<file path="src/rtl/sonic_vc_tx_arbiter.sv">
// Packet-atomic round-robin merge of per-VC Avalon-ST TX sources into the TX FIFO.
// Headless packets are discarded; forwarded/dropped packets are counted for CSRs.
module sonic_vc_tx_arbiter #(
  parameter int NUM_CH  = 4,
  parameter int DATA_W  = 128,
  parameter int EMPTY_W = 2,
  parameter int LEVEL_W = 14,
  parameter int HI_WM   = 8000
) (
  input  logic                        clock,
  input  logic                        reset_n,
  input  logic [NUM_CH-1:0]           in_valid,
  input  logic [NUM_CH*DATA_W-1:0]    in_data,
  input  logic [NUM_CH*EMPTY_W-1:0]   in_empty,
  input  logic [NUM_CH-1:0]           in_error,
  input  logic [NUM_CH-1:0]           in_sop,
  input  logic [NUM_CH-1:0]           in_eop,
  output logic [NUM_CH-1:0]           in_ready,
  input  logic [NUM_CH-1:0]           chan_enable,
  input  logic [LEVEL_W-1:0]          fifo_level,
  input  logic                        out_ready,
  output logic                        out_valid,
  output logic [DATA_W-1:0]           out_data,
  output logic [EMPTY_W-1:0]          out_empty,
  output logic                        out_error,
  output logic                        out_sop,
  output logic                        out_eop,
  output logic [2:0]                  grant_ch,
  output logic                        busy,
  output logic                        proto_err,
  output logic [31:0]                 pkt_count,
  output logic [15:0]                 drop_count
);

  typedef enum logic [1:0] {
    IDLE,
    XFER,
    DROP
  } state_t;

  state_t state;
  logic [2:0] last;
  logic first;

  logic [NUM_CH-1:0] cand;
  logic found;
  logic [2:0] pick;
  logic pick_sop;

  logic g_valid;
  logic [DATA_W-1:0] g_data;
  logic [EMPTY_W-1:0] g_empty;
  logic g_error;
  logic g_sop;
  logic g_eop;
  logic take;
  logic accept;
  logic below_wm;

  assign cand = in_valid & chan_enable;
  assign below_wm = fifo_level < LEVEL_W'(HI_WM);
  assign busy = (state != IDLE);

  // Round-robin search starting just after the last winner.
  always_comb begin
    found = 1'b0;
    pick = last;
    for (int k = 1; k <= NUM_CH; k++) begin
      for (int j = 0; j < NUM_CH; j++) begin
        if (!found && cand[j]
            && j == (int'(last) + k) % NUM_CH) begin
          found = 1'b1;
          pick = 3'(j);
        end
      end
    end
  end

  always_comb begin
    pick_sop = 1'b0;
    for (int i = 0; i < NUM_CH; i++) begin
      if (pick == 3'(i)) pick_sop = in_sop[i];
    end
  end

  always_comb begin
    g_valid = 1'b0;
    g_data = '0;
    g_empty = '0;
    g_error = 1'b0;
    g_sop = 1'b0;
    g_eop = 1'b0;
    for (int i = 0; i < NUM_CH; i++) begin
      if (grant_ch == 3'(i)) begin
        g_valid = in_valid[i];
        g_data = in_data[i*DATA_W +: DATA_W];
        g_empty = in_empty[i*EMPTY_W +: EMPTY_W];
        g_error = in_error[i];
        g_sop = in_sop[i];
        g_eop = in_eop[i];
      end
    end
  end

  // Forwarding follows the sink; dropping never waits on it.
  assign take = (state == DROP)
              | ((state == XFER) & out_ready);
  assign accept = g_valid & take;

  always_comb begin
    in_ready = '0;
    for (int i = 0; i < NUM_CH; i++) begin
      if (grant_ch == 3'(i)) in_ready[i] = take;
    end
  end

  always_ff @(posedge clock or negedge reset_n) begin
    if (!reset_n) begin
      state <= IDLE;
      last <= 3'(NUM_CH - 1);
      first <= 1'b0;
      grant_ch <= '0;
      out_valid <= 1'b0;
      out_data <= '0;
      out_empty <= '0;
      out_error <= 1'b0;
      out_sop <= 1'b0;
      out_eop <= 1'b0;
      proto_err <= 1'b0;
      pkt_count <= '0;
      drop_count <= '0;
    end else begin
      out_valid <= 1'b0;
      proto_err <= 1'b0;
      unique case (state)
        IDLE: begin
          if (found && below_wm) begin
            grant_ch <= pick;
            last <= pick;
            first <= 1'b1;
            if (pick_sop) begin
              state <= XFER;
            end else begin
              state <= DROP;
              proto_err <= 1'b1;
            end
          end
        end
        XFER: begin
          if (accept) begin
            out_valid <= 1'b1;
            out_data <= g_data;
            out_empty <= g_empty;
            out_sop <= g_sop;
            first <= 1'b0;
            // A fresh sop cuts the current packet short.
            if (g_sop && !first) begin
              out_eop <= 1'b1;
              out_error <= 1'b1;
              proto_err <= 1'b1;
              pkt_count <= pkt_count + 32'd1;
              state <= IDLE;
            end else begin
              out_eop <= g_eop;
              out_error <= g_error;
              if (g_eop) begin
                pkt_count <= pkt_count + 32'd1;
                state <= IDLE;
              end
            end
          end
        end
        DROP: begin
          if (accept && g_eop) begin
            if (drop_count != 16'hFFFF)
              drop_count <= drop_count + 16'd1;
            state <= IDLE;
          end
        end
        default: state <= IDLE;
      endcase
    end
  end

endmodule
</file>
<file path="config.mk">
export PLATFORM = sky130hd
export DESIGN_NAME = sonic_vc_tx_arbiter
export DESIGN_NICKNAME = d
export VERILOG_FILES = /design/src/rtl/sonic_vc_tx_arbiter.sv
export SDC_FILE = /design/constraint.sdc
export NUM_CORES = 1
export LEC_CHECK = 0
export ABC_CLOCK_PERIOD_IN_PS = 4900
export BUFFER_PORTS_ARGS = -buffer_cell sky130_fd_sc_hd__buf_4
export CORE_AREA = 2 2 291 293
export DETAILED_ROUTE_END_ITERATION = 7
export DIE_AREA = 0 0 293 295
export SETUP_SLACK_MARGIN = 0.05
export SYNTH_ARGS = -nofsm -noshare
export SYNTH_HDL_FRONTEND = slang
export SYNTH_SLANG_ARGS = --single-unit
</file>
<file path="constraint.sdc">
create_clock -name clock -period 4.9 [get_ports clock]
set_input_delay 0.98 -clock clock [delete_from_list [all_inputs] [get_ports clock]]
set_output_delay 0.98 -clock clock [all_outputs]
set_load 0.01 [all_outputs]
</file>
==> metrics.cfg <==
[sta]
final.setup.worst_slack_ps = 1914
tightest_slew_ps = 992.0
relSlewSlack_pct = 33.86
rsz0062_at_grt = no
clock-skew-final_ps = 22.86
max_freq_mhz = 334.9
fin_crit_ps = 2986
post-route-period-util_pct = 60.94
hold_viol_final = 0
setup_viol = 0
slew_violations = 0
setup_tns_ps = 0

[global_route]
grt_pass1_wl_mm = 83.30
antenna_found_initial = 28
grt_max_degree = 143
first_global_vias = 11340
globalRouteOverflowTotal = 0
gr-usage-all-layers_pct = 13.65

[job]
maxCapViolations = 0

[finish]
drive_gt1_share_pct = 54.19
syn2layout_area_growth_pct = 65.00
fin_nets = 2265
final_common_cell = buf_4
final_cell_mix = buf_4 (744), nand2_1 (285), dfrtp_1 (187)
nFillCells = 9069

[clocking]
cts_buffers = 17
cts_max_level = 4
ctsHoldBuffers = 0
clk_path_buf_depth = 2
clk_latency_ps = 490
cts_resized = 0
clockRootBuffer = clkbuf_16
tritoncts = yes
post-cts-setup-buffers = 0
path_clk_slew_ps = 80
cts.sinks = 191

[drt]
ant_nets = 0
drt_iter0_markers = 522
num_vias = 11140
drtPass1Iterations = 5
drt-total-wl_mm = 60.92
viasPerCell = 3.970
route.detailed.drc = 0
wl_per_cell_um = 21.71

[die]
core_area_mm2 = 0.08316
rows = 106
dieHeight_um = 295
design.die.area_mm2 = 0.08644
start_util_pct = 13.53
die_x_um = 293
io_pins = 748

[yosys]
yosysUniqueCellTypes = 52
yosysWarningCount = 0
netlist_area_mm2 = 0.01125
synthCells = 1015
synth_area_per_cell_um2 = 11.08
synth_edf_count = 0
synth_nets = 1574
yosysSeqAreaShare_pct = 42.50
synthFlopType = dfrtp_1
ys_seq_elements = 191
synthArstFlopShare_pct = 100.0

[worst_setup_path]
critPathBufInv = 2
end_kind = output port
worstSetupPathType = input port to output port
cp_max_fo = 3
start_kind = input port
reg2reg_from = grant_ch[1]
timing.critical_path.slowest_cell_delay_ps = 280
r2r_slack_ps = 1940
r2r-end = pkt_count[29]
slowest_stage = nor2_1
crit_required_ps = 3920
crit_arrival_ps = 2010
r2r_cells = 5
cp_top_family = simple AND/OR/NAND/NOR gates
path_cells = buf_4 -> and3b_1 -> nor2_1 -> nor2_1 -> and3_1 -> buf_4

[power]
ir_worst_vdd_v = 0.0002606
pwr-share-comb_pct = 53.0
p_sw_mw = 3.525
seq_power_share_pct = 30.7
power.leakage_nw = 8.924
p_sw_share_pct = 40.00
p_int_mw = 5.288
p_per_area_mw_per_mm2 = 474.7
power_frac_clock_pct = 16.2

[run_status]
status = completed

[hold_path]
hold_class = input port to async pin

[placement]
gp_congestion = 0.9044
portBuffers = 741
dp_hpwl_mm = 51.02
post-place-ws_ps = 1889

## cell usage after synthesis (5+ instances only)
library cell / instances / area [µm²]
clkbuf_1: 42 / 157.7
xor2_1: 13 / 113.9
nor2_1: 15 / 56.30
nand2_1: 285 / 1070
xnor2_1: 32 / 280.3
o21ai_0: 137 / 685.7
and2_1: 6 / 37.54
dfrtp_1: 189 / 4730
inv_1: 8 / 30.03
buf_2: 33 / 165.2
nor3_1: 8 / 40.04
and4_1: 7 / 61.31
mux4_2: 134 / 3018
nand3_1: 16 / 80.08
nand4_1: 23 / 143.9
o211ai_1: 5 / 37.54
## cells by family after synthesis
kind of cell	after synthesis	share of synthesized area (%)
flip-flops	191	42.50
XOR/XNOR	46	3.648
multiplexers	138	27.21
adder cells (fa/ha/maj)	3	0.3114
AND/OR/NAND/NOR	386	15.10
buffers and inverters	88	3.370
AO/OA/AOI/OAI	163	7.852
## power by group through the flow
stage,sequential [mW],clock [mW],combinational (mW)
2_1_floorplan,2.83,0,2.31
3_3_place_gp,2.72,0,4.77
3_5_place_dp,2.75,0,4.79
4_1_cts,2.72,1.53,4.80
5_1_grt,2.81,1.57,5.10
6_report,2.71,1.43,4.67
## flip-flops by register name, indices dropped and copies added, names as in the netlist
signal and cells:
first 1, out_eop 1, proto_err 1, pkt_count 32, out_data 128, state 2
out_error 1, drop_count 16, out_empty 2, grant_ch 3, last 2, out_sop 1
out_valid 1
## final cells by class
| type | count | area, µm² | area share, % |
|---|---|---|---|
| clock inverter | 11 | 97.59 | 0.5257 |
| multi-input combinational | 736 | 6090 | 32.80 |
| inverter | 9 | 38.79 | 0.2089 |
| timing repair buffer | 751 | 5720 | 30.81 |
| clock buffer | 20 | 456.7 | 2.460 |
| tap | 1080 | 1351 | 7.279 |
| antenna | 8 | 20.02 | 0.1078 |
| sequential | 191 | 4790 | 25.80 |
## worst max-delay path by stage
stage | cells past startpoint | end | start
after floorplan | 5 | in_ready[1] | out_ready
after global placement | 6 | in_ready[3] | out_ready
after detailed placement | 6 | in_ready[3] | out_ready
after CTS | 6 | in_ready[3] | out_ready
after global routing | 5 | pkt_count[8] | grant_ch[1]
final | 6 | in_ready[3] | out_ready
## metrics by stage
step | utilization (%) | cells | total power [mW] | hold WS (ps) | instance area (µm²)
3_5_place_dp | 21.63 | 2767 | 7.545 | 465.2 | 17990
4_1_cts | 22.30 | 2798 | 9.045 | 430.0 | 18540
6_report | 22.32 | 2806 | 8.813 | 450.9 | 18560
5_1_grt | 22.32 | 2804 | 9.475 | 454.5 | 18560
2_1_floorplan | - | 1015 | 5.142 | 465.3 | 11250
3_3_place_gp | 21.63 | 2767 | 7.492 | 464.2 | 17990
## layer usage
| metal | part of all wire (%) | track usage (%) | wire length (µm) |
|---|---|---|---|
| met5 | 0.31 | 0 | 187 |
| met4 | 2.6 | 4.765 | 1607 |
| met3 | 12 | 7.375 | 7330 |
| met2 | 45 | 20.86 | 27550 |
| met1 | 40 | 16.19 | 24240 |
No activity file was read; power rests on OpenSTA's default activity.
